--- src/rtl/pipeline_ctrl_pkg.sv ---
// pipeline_ctrl_pkg: shared state encoding and register-index width for the pipeline controller
package pipeline_ctrl_pkg;
  localparam int REG_W = 4;
  typedef enum logic [1:0] {RUN = 2'd0, MEM_WAIT = 2'd1, FAULT = 2'd2} state_t;
endpackage

--- src/rtl/hazard_detect.sv ---
// hazard_detect: flags an ID instruction that reads the destination of a load still in EXE
module hazard_detect
  import pipeline_ctrl_pkg::*;
(
  input  logic             id_valid,
  input  logic [REG_W-1:0] id_src1,
  input  logic [REG_W-1:0] id_src2,
  input  logic             id_two_src,
  input  logic             exe_wb_en,
  input  logic             exe_mem_r_en,
  input  logic [REG_W-1:0] exe_dest,
  output logic             load_use
);
  assign load_use = id_valid && exe_mem_r_en && exe_wb_en &&
                    (id_src1 == exe_dest || (id_two_src && id_src2 == exe_dest));
endmodule

--- src/rtl/pipeline_controller.sv ---
// pipeline_controller: stall/flush control with memory-wait FSM, timeout fault and saturating perf counters
module pipeline_controller
  import pipeline_ctrl_pkg::*;
#(
  parameter int MEM_TIMEOUT = 255,
  parameter int CNT_W       = 16
) (
  input  logic             clk,
  input  logic             reset,
  input  logic             id_valid,
  input  logic [REG_W-1:0] id_src1,
  input  logic [REG_W-1:0] id_src2,
  input  logic             id_two_src,
  input  logic             exe_wb_en,
  input  logic             exe_mem_r_en,
  input  logic [REG_W-1:0] exe_dest,
  input  logic             exe_branch_taken,
  input  logic             mem_req,
  input  logic             mem_ready,
  output logic             freeze_pc,
  output logic             freeze_ifid,
  output logic             bubble_idexe,
  output logic             flush_ifid,
  output logic             freeze_all,
  output logic             mem_timeout,
  output logic [1:0]       state,
  output logic [CNT_W-1:0] stall_cycles,
  output logic [CNT_W-1:0] flush_count
);
  localparam int WW = $clog2(MEM_TIMEOUT + 1);
  logic [1:0]    rst_sync;
  logic          rst_n, mem_stall, load_use, ld_stall;
  logic [WW-1:0] cnt;
  state_t        st;
  // Reset asserts asynchronously but releases two clocks after the pin deasserts
  always_ff @(posedge clk or negedge reset)
    if (!reset) rst_sync <= '0;
    else rst_sync <= {rst_sync[0], 1'b1};
  assign rst_n = rst_sync[1];
  hazard_detect u_hazard (
    .id_valid    (id_valid),
    .id_src1     (id_src1),
    .id_src2     (id_src2),
    .id_two_src  (id_two_src),
    .exe_wb_en   (exe_wb_en),
    .exe_mem_r_en(exe_mem_r_en),
    .exe_dest    (exe_dest),
    .load_use    (load_use)
  );
  // A freeze masks branch/load-use so they fire on the first unfrozen cycle
  assign mem_stall    = mem_req && !mem_ready;
  assign freeze_all   = rst_n && (st == FAULT || mem_stall);
  assign ld_stall     = rst_n && !freeze_all && load_use && !exe_branch_taken;
  assign flush_ifid   = rst_n && !freeze_all && exe_branch_taken;
  assign bubble_idexe = ld_stall || flush_ifid;
  assign freeze_pc    = ld_stall;
  assign freeze_ifid  = ld_stall;
  assign state        = st;
  // cnt holds the number of consecutive stall cycles seen so far; it is 0 whenever in RUN
  always_ff @(posedge clk or negedge rst_n)
    if (!rst_n) begin
      st           <= RUN;
      cnt          <= '0;
      mem_timeout  <= 1'b0;
      stall_cycles <= '0;
      flush_count  <= '0;
    end else begin
      if (st != FAULT) begin
        if (!mem_stall) begin
          st  <= RUN;
          cnt <= '0;
        end else if (cnt == WW'(MEM_TIMEOUT - 1)) begin
          st          <= FAULT;
          mem_timeout <= 1'b1;
        end else begin
          st  <= MEM_WAIT;
          cnt <= cnt + 1'b1;
        end
      end
      if ((freeze_all || ld_stall) && !(&stall_cycles)) stall_cycles <= stall_cycles + 1'b1;
      if (flush_ifid && !(&flush_count)) flush_count <= flush_count + 1'b1;
    end
endmodule
--- config.mk ---
export PLATFORM = sky130hd
export DESIGN_NAME = pipeline_controller
export DESIGN_NICKNAME = d
export VERILOG_FILES = /design/src/rtl/pipeline_ctrl_pkg.sv /design/src/rtl/hazard_detect.sv /design/src/rtl/pipeline_controller.sv
export SDC_FILE = /design/constraint.sdc
export NUM_CORES = 1
export LEC_CHECK = 0
export BUFFER_PORTS_ARGS = -buffer_cell sky130_fd_sc_hd__clkbuf_2
export CORE_MARGIN = 4
export CORE_UTILIZATION = 52
export DETAILED_ROUTE_END_ITERATION = 10
export PLACE_DENSITY = 0.77
export RECOVER_POWER = 50
export SKIP_CTS_REPAIR_TIMING = 1
export SLEW_MARGIN = 0
export SYNTH_ARGS = -nofsm -noshare
export SYNTH_HDL_FRONTEND = slang
export SYNTH_HIERARCHICAL = 1
export SYNTH_SLANG_ARGS = --single-unit
--- constraint.sdc ---
create_clock -name clk -period 3 [get_ports clk]
set_clock_uncertainty 0.1 [all_clocks]
set_input_delay 0.6 -clock clk [delete_from_list [all_inputs] [get_ports clk]]
set_output_delay 0.6 -clock clk [all_outputs]
set_load 0.005 [all_outputs]
Word level (Yosys, flattened, before mapping)
Index checks and enable logic that the tools add are counted.
{"block": "classes", "addsub": 3, "n_mux": 4, "n_eq_ne": 6, "reduce_logical": 25}
{"cell": "16-bit by 1-bit adder with 16-bit output, second input constant", "count": 2}
{"cell": "16-bit AND reduction", "count": 2}
{"cell": "8-bit two-way mux", "count": 2}
{"cell": "1-bit logical AND", "count": 12}
{"cell": "8-bit by 1-bit adder with 8-bit output, second input constant", "count": 1}
{"cell": "4-bit == test", "count": 2}
{"cell": "8-bit == test, second input constant", "count": 1}
{"cell": "1-bit logical NOT", "count": 5}
{"cell": "1-bit logical OR", "count": 4}
{"cell": "2-bit two-way mux", "count": 2}
{"cell": "2-bit != test, second input constant", "count": 2}
{"cell": "3-bit AND reduction", "count": 1}
{"cell": "2-bit == test, second input constant", "count": 1}
{"cell": "2-bit AND reduction", "count": 1}
{"block": "totals", "inputBits": 21, "register_bits": 45, "elab_cells": 44, "out_inout_bits": 40}

Depth between registers and ports, before layout
{"block": "depth", "ltp_word": 10, "depth_mapped": 9, "mapped_depth_nobuf": 8}

Modules after synthesis
Netlist, hierarchy kept.
{"mod": "pipeline_controller", "n_inst": 1, "seq_area_each_um2": 1126.1, "cells_each": 199, "area_per_inst_um2": 2165.8}
{"mod": "hazard_detect", "n_inst": 1, "seq_area_each_um2": 0.0, "cells_each": 13, "area_per_inst_um2": 101.3}

Worst setup path before layout
OpenSTA, ideal clock, no wires.
{"block": "synth_timing", "path_kind": "register -> register", "startpoint": "register rst_sync[1]", "endpoint": "register flush_count[1]", "setup_ps": 125, "n_path_buf": 0, "required_ps": 2775, "arrival_time_ps": 2445, "path_slack_ps": 330, "stages_incl_launch_ff": 4, "synth_period_minus_slack_ps": 2670, "cell_sequence": "dfrtp_1 > nand4_1 > nor2_2 > mux2_2"}
{"block": "synth_between", "elab_chain_len": 5}
{"item": "start: declaration", "line": "pipeline_controller.sv:31", "source": "logic [1:0] rst_sync;"}
{"item": "start signal: assignment", "line": "pipeline_controller.sv:38", "source": "else rst_sync <= {rst_sync[0], 1'b1};"}
{"item": "1-bit logical AND", "line": "pipeline_controller.sv:52", "source": "assign freeze_all = rst_n && (st == FAULT || mem_stall);"}
{"item": "1-bit logical NOT", "line": "pipeline_controller.sv:54", "source": "assign flush_ifid = rst_n && !freeze_all && exe_branch_taken;"}
{"item": "1-bit logical AND (*) (2 in series)", "line": "pipeline_controller.sv:54"}
{"item": "1-bit logical AND (*)", "line": "pipeline_controller.sv:81", "source": "if (flush_ifid && !(&flush_count)) flush_count <= flush_count + 1'b1;"}
{"item": "end signal: assignment", "line": "pipeline_controller.sv:81"}
{"item": "end: declaration", "line": "pipeline_controller.sv:28", "source": "output logic [CNT_W-1:0] flush_count"}
Mark *: on every way between the ends. The rest lies on a longest branch, timed or not.
A chain may end at the register's enable or synchronous reset.

Worst setup path after layout
{"block": "layout_timing", "startpoint": "input port exe_dest[3]", "endpoint": "output port bubble_idexe"}
{"block": "layout_between", "elab_chain_len": 7, "elab_cells_between_ends": 8, "cone_classes": "eq/ne: 2; reduce/logical: 6"}
{"item": "start: declaration", "line": "pipeline_controller.sv:16", "source": "input logic [REG_W-1:0] exe_dest,"}
{"item": "4-bit == test", "line": "hazard_detect.sv:15", "source": "(id_src1 == exe_dest || (id_two_src && id_src2 == exe_dest));"}
{"item": "1-bit logical AND", "line": "hazard_detect.sv:15"}
{"item": "1-bit logical OR (*)", "line": "hazard_detect.sv:15"}
{"item": "1-bit logical AND (*)", "line": "hazard_detect.sv:14", "source": "assign load_use = id_valid && exe_mem_r_en && exe_wb_en &&"}
{"item": "named net load_use", "line": "pipeline_controller.sv:32", "source": "logic rst_n, mem_stall, load_use, ld_stall;"}
{"item": "1-bit logical AND (*) (2 in series)", "line": "pipeline_controller.sv:53", "source": "assign ld_stall = rst_n && !freeze_all && load_use && !exe_branch_taken;"}
{"item": "1-bit logical OR (*)", "line": "pipeline_controller.sv:55", "source": "assign bubble_idexe = ld_stall || flush_ifid;"}
{"item": "end: declaration", "line": "pipeline_controller.sv:22", "source": "output logic bubble_idexe,"}
The timed path passes the listed nets; every way through them passes the cells marked *.

==> results.cfg <==
[synthesis]
synth.largest_area_cell = dfrtp_1
synth-seq-cells = 45
synth.top_cell.area_share_pct = 49.7
syn_area_um2 = 2270
synth-xor-area-share_pct = 13.9
yosys.area_share.simple_pct = 22.5
synthMuxAreaShare_pct = 1.66
synth_most_common_cell = dfrtp_1
synth_adder_area_share_pct = 2.21
netlist-cell-type-count = 42
synth_edf_count = 0
synth_compound_area_share_pct = 7.89
yosysSeqAreaShare_pct = 49.7
ys.flop_type = dfrtp_1
synth-async-reset-ratio_pct = 100
syn-num-nets = 237
yosysWarnings = 6
synth_top_family_by_area = simple AND/OR/NAND/NOR gates
synth_area_leaders = dfrtp_1 50%, xnor2_1 7.7%, xor2_1 6.2%, nand3_1 3.8%, nand4_1 2.8%
synth_common_cells = 45 x dfrtp_1, 20 x xnor2_1, 17 x nand3_1
syn_area_per_cell_um2 = 10.7
syn_inst = 212

[detailed_routing]
routedWlPerCell_um = 14.0
via_count = 1811
m1WireLength_um = 2010
vias_per_cell = 5.49
drc = 0
routed.top_layer = met4
met3_length_um = 225
final_antenna_net_count = 0
drt_iter0_drc = 80
drt-pass1-iter-count = 4
routed_wl_um = 4620
dr_wl_met2_um = 2310

[run]
maxCapViolations = 1

[clock_tree]
clk_pin_slew_ns = 0.09
cts.htree.levels = 2
clock_path_buffers = 2
cts_root_buffer = clkbuf_8
cts_sinks = 45
cts-buffers-inserted = 5
cts_tree = done
worstSkewPairLatency_ns = 0.30

[floorplan]
initial_utilization_pct = 55.1
fp.dieW_um = 74.0
boundaryPins = 61
die_h_um = 74.0
fp-row-count = 23
core_area_um2 = 4120
die_area_um2 = 5480

[critical_path]
arrival_ns = 1.92
reg2reg_from = rst_sync[1]
cp-start-kind = input pin
crit_type = in -> out
crit_start = exe_dest[3]
rrSetupSlack_ns = 0.66
required_ns = 2.30
cp_max_fo = 3
cp-end-kind = output pin

[timing]
max_freq_mhz = 381
final_hold_viol_count = 0
slew_violations = 37
tightest_slew_ns = 1.85
fin_crit_ns = 2.62
finalCritPeriodShare_pct = 87.5
max-slew-margin-rel_pct = -23.4
setup_violations = 0
fin_setup_tns_ns = 0
rsz0062_at_grt = no

[grt]
overflow = 0
grt_pass1_vias = 1795
grt.total_usage_pct = 18.3
grt_max_degree = 37
grt_first_pass_wirelength_um = 7780
antenna_found_initial = 0

[layout]
n_antenna_cell = 0
areaGrowthSynthToFinish_pct = 20.2
layout-drive-gt1-share_pct = 26.1
fin_cells = 330
finalNetCount = 304

[pwr]
leakage_nw = 1.33
power.density_nw_per_um2 = 506
max-vdd-ir-drop_uv = 493

[placement]
numPlacedInstances = 321
post-dp-hpwl_um = 3520
gp_congestion = 0.755
portBuffers = 60

[run_status]
outcome = finished, violations left
violations = max-capacitance violations, max-slew violations

[min_path]
hold_path_class = reg -> async
[sequential cells by signal (all words and copies together) (netlist names)]
name	cells
state	2
cnt	8
stall_cycles	16
mem_timeout	1
rst_sync	2
flush_count	16
[routing by layer]
layer | track usage [%] | up-vias
met5 | 0 | -
met4 | 6.64 | 0
met3 | 4.86 | 8
met2 | 30.6 | 46
met1 | 22.8 | 876
li1 | - | 881
[cell type report]
type                       count  area (um^2)
fill                         340         1390
sequential                    45         1130
multi-input combinational    158         1100
timing repair buffer          62          303
clock buffer                   6         72.6
tap                           50         62.6
clock inverter                 2         38.8
inverter                       7         26.3
[cells in the final DEF, fill, tap and decap left out, types with 6 or more instances in the layout]
master    synthesis  layout
and3_1            6       6
clkbuf_1          0      11
clkbuf_2          0      51
dfrtp_1          45      45
inv_1             7       7
nand2_1          14      14
nand3_1          17      17
nand4_1          10      10
nor2_1           13      13
o21ai_0           9       9
xnor2_1          20      20
xor2_1           16      16
[critical path, cell delays in order]
cell,delay (ns)
clkbuf_2,0.10
xor2_1,0.16
nor4_1,0.31
o2bb2ai_1,0.15
and2b_2,0.16
and3_1,0.20
nand2b_1,0.12
clkbuf_2,0.13
[worst paths after layout]
kind / endpoint / depth (start not counted)
setup / recovery: bubble_idexe / 8
hold / removal: stall_cycles[15] / 0
setup reg to reg: stall_cycles[13] / 1
hold reg to reg: stall_cycles[15] / 0
max in group asynchronous: stall_cycles[13] / 1
min in group clk: rst_sync[1] / 0
[where the power goes]
group | total [mW] | switching [mW] | internal, mW
registers | 0.728 | 0.0701 | 0.658
clock network | 0.462 | 0.212 | 0.250
logic | 0.188 | 0.0896 | 0.0982
[through the flow]
step	hold slack [ns]	util [%]	power (mW)	area, um^2	worst slack [ns]
CTS	-0.0421	66.4	1.39	2730	0.358
floorplan	0.204	-	0.836	2270	0.330
finish	0.0689	66.2	1.38	2730	0.376
global route	0.113	66.2	1.45	2730	0.182
detailed placement	0.0295	63.7	0.933	2620	0.368
global placement	0.0200	63.7	0.921	2620	0.438
[kinds of logic after synthesis]
logic type,after synthesis
AND/OR/NAND/NOR,89
buffers and inverters,9
AO/OA/AOI/OAI,25
XOR/XNOR,36
other,1
adder cells (fa/ha/maj),4
flip-flops,45
multiplexers,3
Note: power is estimated with default switching activity, not from simulation.
